$ cat src/rtl/fp_pkg.sv
// Shared FP adder definitions: field widths, exponent-control codes and limits.
package fp_pkg;
  localparam int EXP_W  = 8;
  localparam int FRAC_W = 23;
  localparam int SIG_W  = FRAC_W + 1;
  localparam int MANT_W = FRAC_W + 4;

  // Exponent-control codes as produced by the right-path normalising shifter
  localparam logic [1:0] SHIFT_LEFT  = 2'b00;
  localparam logic [1:0] SHIFT_RIGHT = 2'b01;
  localparam logic [1:0] DONT_SHIFT  = 2'b10;

  localparam int EXP_MAX = 255;
  localparam int BIAS    = 127;
endpackage

$ cat src/rtl/round_pack_stage_if.sv
// Upstream/downstream handshake bundle of the round/pack stage.
interface round_pack_stage_if #(
  parameter int EXP_W  = 8,
  parameter int FRAC_W = 23
);
  logic                    in_valid;
  logic                    in_ready;
  logic                    in_sign;
  logic [EXP_W-1:0]        in_exp;
  logic [FRAC_W+3:0]       in_mant;
  logic [1:0]              in_exp_ctrl;
  logic                    out_valid;
  logic                    out_ready;
  logic [EXP_W+FRAC_W:0]   out_result;
  logic                    out_overflow;
  logic                    out_underflow;
  logic                    out_inexact;

  modport master (
    output in_valid, in_sign, in_exp, in_mant, in_exp_ctrl, out_ready,
    input  in_ready, out_valid, out_result, out_overflow, out_underflow, out_inexact
  );
  modport slave (
    input  in_valid, in_sign, in_exp, in_mant, in_exp_ctrl, out_ready,
    output in_ready, out_valid, out_result, out_overflow, out_underflow, out_inexact
  );
endinterface

$ cat src/rtl/round_pack_stage_rne_round.sv
// Round-to-nearest-even: G/R/S decision and significand increment with carry-out.
module rne_round #(
  parameter int SIG_W = 24
) (
  input  logic             i_lsb,
  input  logic             i_g,
  input  logic             i_r,
  input  logic             i_s,
  output logic             o_round_up,
  output logic             o_inexact,
  input  logic [SIG_W-1:0] i_sig,
  input  logic             i_inc,
  output logic [SIG_W-1:0] o_sig,
  output logic             o_carry
);
  // Decision and increment are separate so a pipeline can register between them
  assign o_round_up = i_g & (i_r | i_s | i_lsb);
  assign o_inexact  = i_g | i_r | i_s;
  assign {o_carry, o_sig} = {1'b0, i_sig} + (SIG_W+1)'(i_inc);
endmodule

$ cat src/rtl/round_pack_stage.sv
// FP adder right-path final stage: exponent update, RNE rounding, range check, pack.
module round_pack_stage
  import fp_pkg::*;
#(
  parameter int EXP_W  = fp_pkg::EXP_W,
  parameter int FRAC_W = fp_pkg::FRAC_W
) (
  input  logic                  clk,
  input  logic                  rst_n,
  round_pack_stage_if.slave     bus
);
  localparam int EA_W  = EXP_W + 2;
  localparam int SG_W  = FRAC_W + 1;
  localparam logic signed [EA_W-1:0] EXP_SAT  = EA_W'((1 << EXP_W) - 1);
  localparam logic signed [EA_W-1:0] EXP_ZERO = '0;

  logic                   w_s1_adv, w_s2_adv;
  logic signed [EA_W-1:0] w_exp_ext, w_exp_adj, w_exp_f;
  logic                   w_round_up, w_inexact0, w_carry;
  logic [SG_W-1:0]        w_sum;
  logic [FRAC_W-1:0]      w_frac;
  logic [EXP_W+FRAC_W:0]  w_res;
  logic                   w_ovf, w_unf, w_inx;

  logic                   r1_valid, r1_sign, r1_rup, r1_inx, r1_zero;
  logic signed [EA_W-1:0] r1_exp;
  logic [SG_W-1:0]        r1_sig;
  logic                   r2_valid, r_ovf, r_unf, r_inx;
  logic [EXP_W+FRAC_W:0]  r_result;

  assign w_s2_adv     = !r2_valid || bus.out_ready;
  assign w_s1_adv     = !r1_valid || w_s2_adv;
  assign bus.in_ready = w_s1_adv;

  // Two guard bits of headroom keep 255+1 and 0-1 from wrapping
  assign w_exp_ext = signed'({2'b00, bus.in_exp});
  always_comb begin
    w_exp_adj = w_exp_ext;
    case (bus.in_exp_ctrl)
      SHIFT_LEFT:  w_exp_adj = w_exp_ext - EA_W'(1);
      SHIFT_RIGHT: w_exp_adj = w_exp_ext + EA_W'(1);
      default:     w_exp_adj = w_exp_ext;
    endcase
  end

  rne_round #(.SIG_W(SG_W)) u_rne (
    .i_lsb      (bus.in_mant[3]),
    .i_g        (bus.in_mant[2]),
    .i_r        (bus.in_mant[1]),
    .i_s        (bus.in_mant[0]),
    .o_round_up (w_round_up),
    .o_inexact  (w_inexact0),
    .i_sig      (r1_sig),
    .i_inc      (r1_rup),
    .o_sig      (w_sum),
    .o_carry    (w_carry)
  );

  // Carry-out only happens from all-ones, so the shifted fraction is zero
  assign w_frac  = w_carry ? w_sum[FRAC_W:1] : w_sum[FRAC_W-1:0];
  assign w_exp_f = r1_exp + EA_W'(w_carry);

  always_comb begin
    w_res = {r1_sign, {(EXP_W+FRAC_W){1'b0}}};
    w_ovf = 1'b0;
    w_unf = 1'b0;
    w_inx = 1'b0;
    if (r1_zero) begin
      w_res = {r1_sign, {(EXP_W+FRAC_W){1'b0}}};
    end else if (w_exp_f >= EXP_SAT) begin
      w_res = {r1_sign, {EXP_W{1'b1}}, {FRAC_W{1'b0}}};
      w_ovf = 1'b1;
      w_inx = 1'b1;
    end else if (w_exp_f <= EXP_ZERO) begin
      w_unf = 1'b1;
      w_inx = 1'b1;
    end else begin
      w_res = {r1_sign, w_exp_f[EXP_W-1:0], w_frac};
      w_inx = r1_inx;
    end
  end

  always_ff @(posedge clk) begin
    if (!rst_n) begin
      r1_valid <= 1'b0;
      r2_valid <= 1'b0;
      r_result <= '0;
      r_ovf    <= 1'b0;
      r_unf    <= 1'b0;
      r_inx    <= 1'b0;
    end else begin
      if (w_s1_adv) r1_valid <= bus.in_valid;
      if (w_s2_adv) begin
        r2_valid <= r1_valid;
        if (r1_valid) begin
          r_result <= w_res;
          r_ovf    <= w_ovf;
          r_unf    <= w_unf;
          r_inx    <= w_inx;
        end
      end
    end
  end

  // Stage-1 payload is qualified by r1_valid and needs no reset
  always_ff @(posedge clk) begin
    if (w_s1_adv && bus.in_valid) begin
      r1_sign <= bus.in_sign;
      r1_exp  <= w_exp_adj;
      r1_sig  <= bus.in_mant[FRAC_W+3:3];
      r1_rup  <= w_round_up;
      r1_inx  <= w_inexact0;
      r1_zero <= (bus.in_mant == '0);
    end
  end

  assign bus.out_valid     = r2_valid;
  assign bus.out_result    = r_result;
  assign bus.out_overflow  = r_ovf;
  assign bus.out_underflow = r_unf;
  assign bus.out_inexact   = r_inx;
endmodule
$ cat src/flat_wrapper.sv
// flat-port wrapper written by rule: the top's interface ports become plain ports
module round_pack_stage_flat import fp_pkg::*;
#(
  parameter int EXP_W  = fp_pkg::EXP_W,
  parameter int FRAC_W = fp_pkg::FRAC_W
)
  (clk, rst_n, bus_in_valid, bus_in_sign, bus_in_exp, bus_in_mant, bus_in_exp_ctrl, bus_out_ready, bus_in_ready, bus_out_valid, bus_out_result, bus_out_overflow, bus_out_underflow, bus_out_inexact);
  round_pack_stage_if #(.EXP_W(EXP_W), .FRAC_W(FRAC_W)) bus_i ();
  input  logic clk;
  input  logic rst_n;
  input wire logic [$bits(bus_i.in_valid)-1:0] bus_in_valid;
  input wire logic [$bits(bus_i.in_sign)-1:0] bus_in_sign;
  input wire logic [$bits(bus_i.in_exp)-1:0] bus_in_exp;
  input wire logic [$bits(bus_i.in_mant)-1:0] bus_in_mant;
  input wire logic [$bits(bus_i.in_exp_ctrl)-1:0] bus_in_exp_ctrl;
  input wire logic [$bits(bus_i.out_ready)-1:0] bus_out_ready;
  output wire logic [$bits(bus_i.in_ready)-1:0] bus_in_ready;
  output wire logic [$bits(bus_i.out_valid)-1:0] bus_out_valid;
  output wire logic [$bits(bus_i.out_result)-1:0] bus_out_result;
  output wire logic [$bits(bus_i.out_overflow)-1:0] bus_out_overflow;
  output wire logic [$bits(bus_i.out_underflow)-1:0] bus_out_underflow;
  output wire logic [$bits(bus_i.out_inexact)-1:0] bus_out_inexact;
  assign bus_i.in_valid = bus_in_valid;
  assign bus_i.in_sign = bus_in_sign;
  assign bus_i.in_exp = bus_in_exp;
  assign bus_i.in_mant = bus_in_mant;
  assign bus_i.in_exp_ctrl = bus_in_exp_ctrl;
  assign bus_i.out_ready = bus_out_ready;
  assign bus_in_ready = bus_i.in_ready;
  assign bus_out_valid = bus_i.out_valid;
  assign bus_out_result = bus_i.out_result;
  assign bus_out_overflow = bus_i.out_overflow;
  assign bus_out_underflow = bus_i.out_underflow;
  assign bus_out_inexact = bus_i.out_inexact;
  round_pack_stage #(.EXP_W(EXP_W), .FRAC_W(FRAC_W)) u_core (.clk(clk), .rst_n(rst_n), .bus(bus_i));
endmodule
$ cat config.mk
export PLATFORM = sky130hd
export DESIGN_NAME = round_pack_stage_flat
export DESIGN_NICKNAME = d
export VERILOG_FILES = /design/src/rtl/fp_pkg.sv /design/src/rtl/round_pack_stage_if.sv /design/src/rtl/round_pack_stage_rne_round.sv /design/src/rtl/round_pack_stage.sv /design/src/flat_wrapper.sv
export SDC_FILE = /design/constraint.sdc
export NUM_CORES = 1
export LEC_CHECK = 0
export ABC_AREA = 1
export CAP_MARGIN = 15
export CORE_ASPECT_RATIO = 0.6
export CORE_MARGIN = 4
export CORE_UTILIZATION = 56
export CTS_BUF_LIST = sky130_fd_sc_hd__clkbuf_16
export DETAILED_ROUTE_END_ITERATION = 6
export GPL_TIMING_DRIVEN = 0
export PLACE_DENSITY_LB_ADDON = 0.08
export SLEW_MARGIN = 40
export SYNTH_ARGS = -nofsm -noshare
export SYNTH_HDL_FRONTEND = slang
export SYNTH_SLANG_ARGS = --single-unit
$ cat constraint.sdc
create_clock -name clk -period 5.4 [get_ports clk]
set_input_delay 0.81 -clock clk [delete_from_list [all_inputs] [get_ports clk]]
set_output_delay 0.81 -clock clk [all_outputs]
set_load 0.1 [all_outputs]
==> flow_summary.json, run 1 <==
{
  "start_util": 0.598,
  "grt_pass1_wl_um": 17800,
  "clkPwrFrac": 0.396,
  "core_area_mm2": 0.00691,
  "cts_buffers": 9,
  "rows": 23,
  "fin_tns_setup_ns": 0,
  "crit_fanout": 10,
  "cap_viol_max_count": 0,
  "slowest_delay_ns": 0.34,
  "clkLatencyLatePin_ns": 0.34,
  "synth-edff-count": 38,
  "met1_usage": 0.375,
  "report.power.total_mw": 1.45,
  "final_layout_size_suffix_gt1_frac": 0.122,
  "r2r_end": "u_core.bus.out_result[19]",
  "skew_ns": 0.00557,
  "gp_congestion": 0.953,
  "synth-seq-cells": 75,
  "worstSetupEndpointType": "flop",
  "clk_pin_slew_ns": 0.06,
  "cts_sinks": 75,
  "avgRoutedWirePerCell_um": 15.3,
  "cp.arrival_ns": 3.85,
  "synthTopCellsByArea": "edfxtp_1, dfxtp_1, nand2_1",
  "drt-total-wl_um": 11000,
  "relSlewSlack": 0.553,
  "fp.dieArea_mm2": 0.00885,
  "fmax_mhz": 274,
  "rsz0062_at_grt": "false",
  "hp-class": "flop to flop",
  "port_buffers": 77,
  "ys_warn_count": 0,
  "synth.cells.most_frequent": "nand2_1, nor2_1, inv_1",
  "synth-seq-area-share": 0.456,
  "gr-usage-met3": 0.0805,
  "area_growth_pct": 23.9,
  "cts_tree": "done",
  "post_cts_resize_count": 0,
  "worst_pin_slew_ns": 0.670,
  "hold_start": "u_core.bus.out_result[14]",
  "floorplan.die.width_um": 119,
  "crit_path_frequent_cell": "ha_1",
  "syn_nets": 585,
  "r2r_cells": 18,
  "cp.required_ns": 5.61,
  "r2r_start": "u_core.r1_sig[0]",
  "nets": 673,
  "grtUsageMet2": 0.372,
  "synth_top_cell_area_share": 0.276,
  "drv_slew": 0,
  "power_density_mw_per_mm2": 283,
  "first_iter_violations": 414,
  "p_int_mw": 1.04,
  "ios": 79,
  "hold_viol": 0,
  "crit_type": "flop to flop",
  "track_usage": 0.256,
  "postCtsSetupBuffers": 0,
  "cts-root-buf": "clkbuf_16",
  "final_util": 0.740,
  "synthCells": 537,
  "postSynthAreaPerCell_um2": 7.69,
  "startpoint_type": "flop",
  "grt_pass1_vias": 3562,
  "fin_hold_ws_ns": 0.461,
  "finalCriticalPeriod_ns": 3.65,
  "place_hpwl_um": 8500,
  "slowest_stage": "edfxtp_1",
  "antenna_found_initial": 0,
  "crit_chain": "ha_1 -> ha_1 -> nand2_1 -> nor2_2 -> nand4_1 -> nor3_1 -> ha_1 -> ha_1 -> or2_2 -> nor2_1 -> nand2_1 -> nor2_1 -> nand3_2 -> nand2_2 -> inv_4 -> buf_6 -> nand3_1 -> a21oi_1",
  "synth.distinct_cells": 36,
  "num_antenna_cells": 0,
  "drt_pass1_iterations": 5,
  "busiest_layer": "met1",
  "grt.overflow.total": 0,
  "ctsLongestPathBuffers": 2,
  "whs_path_depth": 2,
  "ys.flop_type": "edfxtp_1",
  "htreeDepth": 3,
  "nFillCells": 538,
  "ctsHoldBuffers": 0,
  "p_switching_mw": 0.411,
  "synthArstFlopShare": 0,
  "synth_largest_area_cell": "edfxtp_1",
  "power_frac_comb": 0.154,
  "status": "completed",
  "remaining_drc_errors": 0,
  "synth_area_mm2": 0.00413,
  "hold_end": "u_core.bus.out_result[14]",
  "power_switching_share": 0.284,
  "die_height_um": 74.5,
  "ir_worst_vdd_mv": 0.213,
  "p_seq_frac": 0.450,
  "cellLeakagePower_nw": 2.23,
  "ant_nets": 0,
  "grt_max_degree": 39,
  "min_period_over_period": 0.675,
  "num_vias": 3932,
  "yosysMostFrequentCell": "nand2_1",
  "r2r_slack_ns": 1.75,
  "detail_route.vias_per_cell": 5.48,
  "setup_violations": 0
}
## metrics by stage
step	area, um^2	worst slack [ns]	std cells
finish	5110	1.75	717
global route	5110	1.45	717
CTS	5110	1.78	717
detailed placement	4820	1.82	701
global placement	5010	1.92	701
floorplan	4130	2.24	537
## routing by layer
layer / wire length (um) / share of wire
met1: 5380 / 0.49
met2: 4340 / 0.40
met3: 1120 / 0.10
met4: 121 / 0.011
met5: 0 / 0
## flip-flops by register name, indices dropped and copies added, names as in the netlist
register / count
u_core.r1_zero: 1
u_core.r1_sign: 1
u_core.r1_rup: 1
u_core.r1_sig: 24
u_core.r1_exp: 10
u_core.bus.out_valid: 1
u_core.bus.out_underflow: 1
u_core.r1_valid: 1
u_core.bus.out_overflow: 1
u_core.r1_inx: 1
u_core.bus.out_inexact: 1
u_core.bus.out_result: 32
## logic make-up (layout without fill, tap and decap cells)
family	after synthesis	count (layout)	share of synthesized area
flops	75	75	0.456
xor+xnor	21	21	0.0446
simple gates	313	313	0.341
buf+inv	73	166	0.0746
fa+ha+maj	6	6	0.0182
compound gates	49	49	0.0661
## power by group through the flow
stage / combinational [mW] / clock [mW] / sequential (mW)
floorplan: 0.0891 / 0 / 0.715
global placement: 0.221 / 0 / 0.661
detailed placement: 0.219 / 0 / 0.662
CTS: 0.220 / 0.576 / 0.650
global route: 0.239 / 0.604 / 0.654
finish: 0.223 / 0.573 / 0.651
## cells in the final DEF, fill, tap and decap left out, types with 2 or more instances in the layout
master	instances
buf_2	38
dfxtp_1	37
nand4_1	13
nor4_1	9
nor2_1	60
or2_2	2
clkbuf_1	6
o21ai_0	8
clkdlybuf4s50_1	40
edfxtp_1	38
o221ai_1	2
xor2_1	16
a21oi_1	31
clkinv_2	3
nand3b_1	7
nor3_1	8
clkinv_4	3
nand3_1	55
inv_1	56
clkbuf_16	10
nor2_2	5
xnor2_1	5
o21bai_1	2
nand3_2	3
ha_1	6
nand2_1	147
buf_6	4
inv_2	4
## critical path: cells and delay by family, from the launching register on
family	cells	cell delay, ns
buf+inv	2	0.22
flops	1	0.34
compound gates	1	0.07
simple gates	11	1.93
fa+ha+maj	4	0.94
## layout make-up
class / instances / area, um^2 / area share
Clock inverter: 6 / 40.0 / 0.00783
Multi-Input combinational cell: 389 / 1940 / 0.379
Timing Repair Buffer: 77 / 586 / 0.115
Buffer: 12 / 76.3 / 0.0149
Sequential cell: 75 / 1880 / 0.368
Inverter: 61 / 233 / 0.0455
Clock buffer: 10 / 250 / 0.0489
Tap cell: 87 / 109 / 0.0213
## worst max-delay path by stage
stage | startpoint | end | slack [ns] | cells past startpoint
floorplan | u_core.bus.out_valid | u_core.r1_exp[0] | 2.24 | 3
global placement | u_core.r1_sig[0] | u_core.bus.out_result[9] | 1.92 | 18
detailed placement | u_core.r1_sig[0] | u_core.bus.out_result[9] | 1.82 | 18
CTS | u_core.r1_sig[0] | u_core.bus.out_result[19] | 1.78 | 18
global route | u_core.r1_sig[0] | u_core.bus.out_result[9] | 1.45 | 20
finish | u_core.r1_sig[0] | u_core.bus.out_result[19] | 1.75 | 18
(Power assumes the default switching activity.)
==> run 2, diff against run 1 <==
CORE_UTILIZATION = 47   (was 56)
clock period = 3.35 ns   (was 5.4 ns; I/O delays follow)
==> run 2 against run 1 <==
Final cell count increased by 4.6%. Sequential power increased by 61%. Sequential cell count unchanged. Worst hold slack is essentially flat. Highest routed layer unchanged. Final area up 3.5%. Critical path type unchanged. Sequential share of layout area decreased by 1.2 points. Clock power increased by 75%. Die area is 17% higher. Combinational power is 61% higher.
==> flow_summary.json, run 2 (same netlist as run 1, synthesis figures left out) <==
{
  "cap_viol_max_count": 0,
  "detail_route.vias_per_cell": 5.02,
  "hp-class": "flop to flop",
  "cts_tree": "done",
  "hold_viol": 0,
  "clkLatencyLatePin_ns": 0.33,
  "final_layout_size_suffix_gt1_frac": 0.141,
  "hold_end": "u_core.bus.out_result[18]",
  "drt-total-wl_um": 10800,
  "floorplan.die.width_um": 129,
  "clk_pin_slew_ns": 0.06,
  "r2r_end": "u_core.bus.out_result[9]",
  "final_util": 0.621,
  "placed_area_mm2": 0.00487,
  "start_util": 0.484,
  "first_iter_violations": 208,
  "relSlewSlack": 0.664,
  "remaining_drc_errors": 0,
  "r2r_slack_ns": 0.21,
  "ctsLongestPathBuffers": 2,
  "nets": 681,
  "ant_nets": 0,
  "cellLeakagePower_nw": 2.29,
  "die_height_um": 80.6,
  "layout_common_cells": "nand2_1, nor2_1, inv_1, nand3_1, clkdlybuf4s50_1",
  "cp.required_ns": 3.55,
  "core_area_mm2": 0.00852,
  "finish.instance_area_mm2": 0.00529,
  "skew_ns": 0.00462,
  "min_period_over_period": 0.937,
  "hold_start": "u_core.bus.out_result[18]",
  "cts_buffers": 9,
  "report.power.total_mw": 2.41,
  "antenna_found_initial": 0,
  "largest_reg_flops": 32,
  "drt_pass1_iterations": 4,
  "cp.arrival_ns": 3.34,
  "crit_type": "flop to flop",
  "fin_hold_ws_ns": 0.461,
  "startpoint_type": "flop",
  "worstSetupEndpointType": "flop",
  "whs_path_depth": 2,
  "finalCriticalPeriod_ns": 3.14,
  "ir_worst_vdd_mv": 0.279,
  "status": "completed",
  "nFillCells": 769,
  "power_density_mw_per_mm2": 456,
  "r2r_start": "u_core.r1_rup",
  "crit_fanout": 10,
  "htreeDepth": 3,
  "track_usage": 0.216,
  "worst_pin_slew_ns": 0.507,
  "rows": 26,
  "grt_pass1_vias": 3539,
  "ctsHoldBuffers": 0,
  "num_vias": 3766,
  "avgRoutedWirePerCell_um": 14.4,
  "multi_input_area_mm2": 0.00199,
  "fp.dieArea_mm2": 0.0104,
  "grt.overflow.total": 0,
  "fmax_mhz": 319,
  "grt_max_degree": 30,
  "port_buffers": 77,
  "area_growth_pct": 28.2,
  "cts_sinks": 75,
  "num_antenna_cells": 0,
  "r2r_cells": 18,
  "setup_violations": 0,
  "gp_congestion": 0.917,
  "place_hpwl_um": 8560,
  "cts-root-buf": "clkbuf_16",
  "grt_pass1_wl_um": 17500,
  "ios": 79,
  "final_common_cell": "nand2_1",
  "drv_slew": 0,
  "regArea_mm2": 0.00188
}
-- run 2: cell count changes in the layout (fill, tap and decap cells not counted), sizes merged --
| cell | before | now |
|---|---|---|
| bufinv | 0 | 2 |
| inv | 61 | 66 |
| buf | 43 | 51 |
| clkinv | 6 | 0 |
| clkbuf | 16 | 15 |
-- run 2: timing repair --
action | 4_1_cts | 5_1_grt
gates resized for setup | 4 | 7
buffers inserted | 3 | 4
endpoints found under the setup margin | 32 | 34
pin swaps | 3 | 4
endpoints found under the hold margin | 0 | 0
-- run 2: worst max-delay path, stage by stage (launching register included) --
cell      delay (ns)
edfxtp_1        0.34
ha_1            0.17
ha_2            0.20
nand2_1         0.09
nor2_4          0.15
nand4_1         0.17
nor3_4          0.21
ha_2            0.25
ha_4            0.22
or2_2           0.29
nor2_1          0.10
nand2_1         0.07
nor2_2          0.13
nand3_2         0.14
nand2_4         0.12
inv_4           0.06
buf_6           0.14
nand3_1         0.09
a21oi_1         0.06
-- run 2: worst max-delay path by stage --
stage / from / endpoint / cells past startpoint
after detailed placement: u_core.r1_sig[0] / u_core.bus.out_result[9] / 18
after global routing: u_core.r1_sig[0] / u_core.bus.out_result[9] / 18
after CTS: u_core.r1_sig[0] / u_core.bus.out_result[9] / 18
after floorplan: u_core.bus.out_valid / u_core.r1_exp[0] / 3
after global placement: u_core.r1_rup / u_core.bus.out_result[9] / 18
final: u_core.r1_rup / u_core.bus.out_result[9] / 18
-- run 2: metal layers --
metal  up-vias  track usage  routed length, um
met2       134        0.283               3890
li1       1981            -                  -
met5         -            0                  0
met3         8       0.0565                828
met4         0       0.0440                 73
met1      1643        0.345               5970
-- run 2: cell type report --
| type | instances | area share |
|---|---|---|
| tap | 112 | 0.0265 |
| timing repair buffer | 85 | 0.124 |
| inverter | 61 | 0.0437 |
| sequential | 75 | 0.356 |
| clock buffer | 9 | 0.0426 |
| clock inverter | 7 | 0.0158 |
| multi-input combinational | 389 | 0.377 |
| buffer | 12 | 0.0144 |
-- run 2: where the power goes --
part           internal [mW]  switching, mW  leakage (nW)
sequential              1.01         0.0353         0.672
combinational          0.115          0.244          1.46
clock                  0.645          0.358         0.163
total                   1.77          0.638          2.29
-- run 2: metrics by stage --
step	std cells	TNS, ns	setup WS, ns
after floorplan	537	0	0.185
after detailed placement	727	-4.25	-0.260
after CTS	746	0	0.0397
after global placement	726	-3.60	-0.232
final	750	0	0.212
after global routing	750	-0.0214	-0.0214
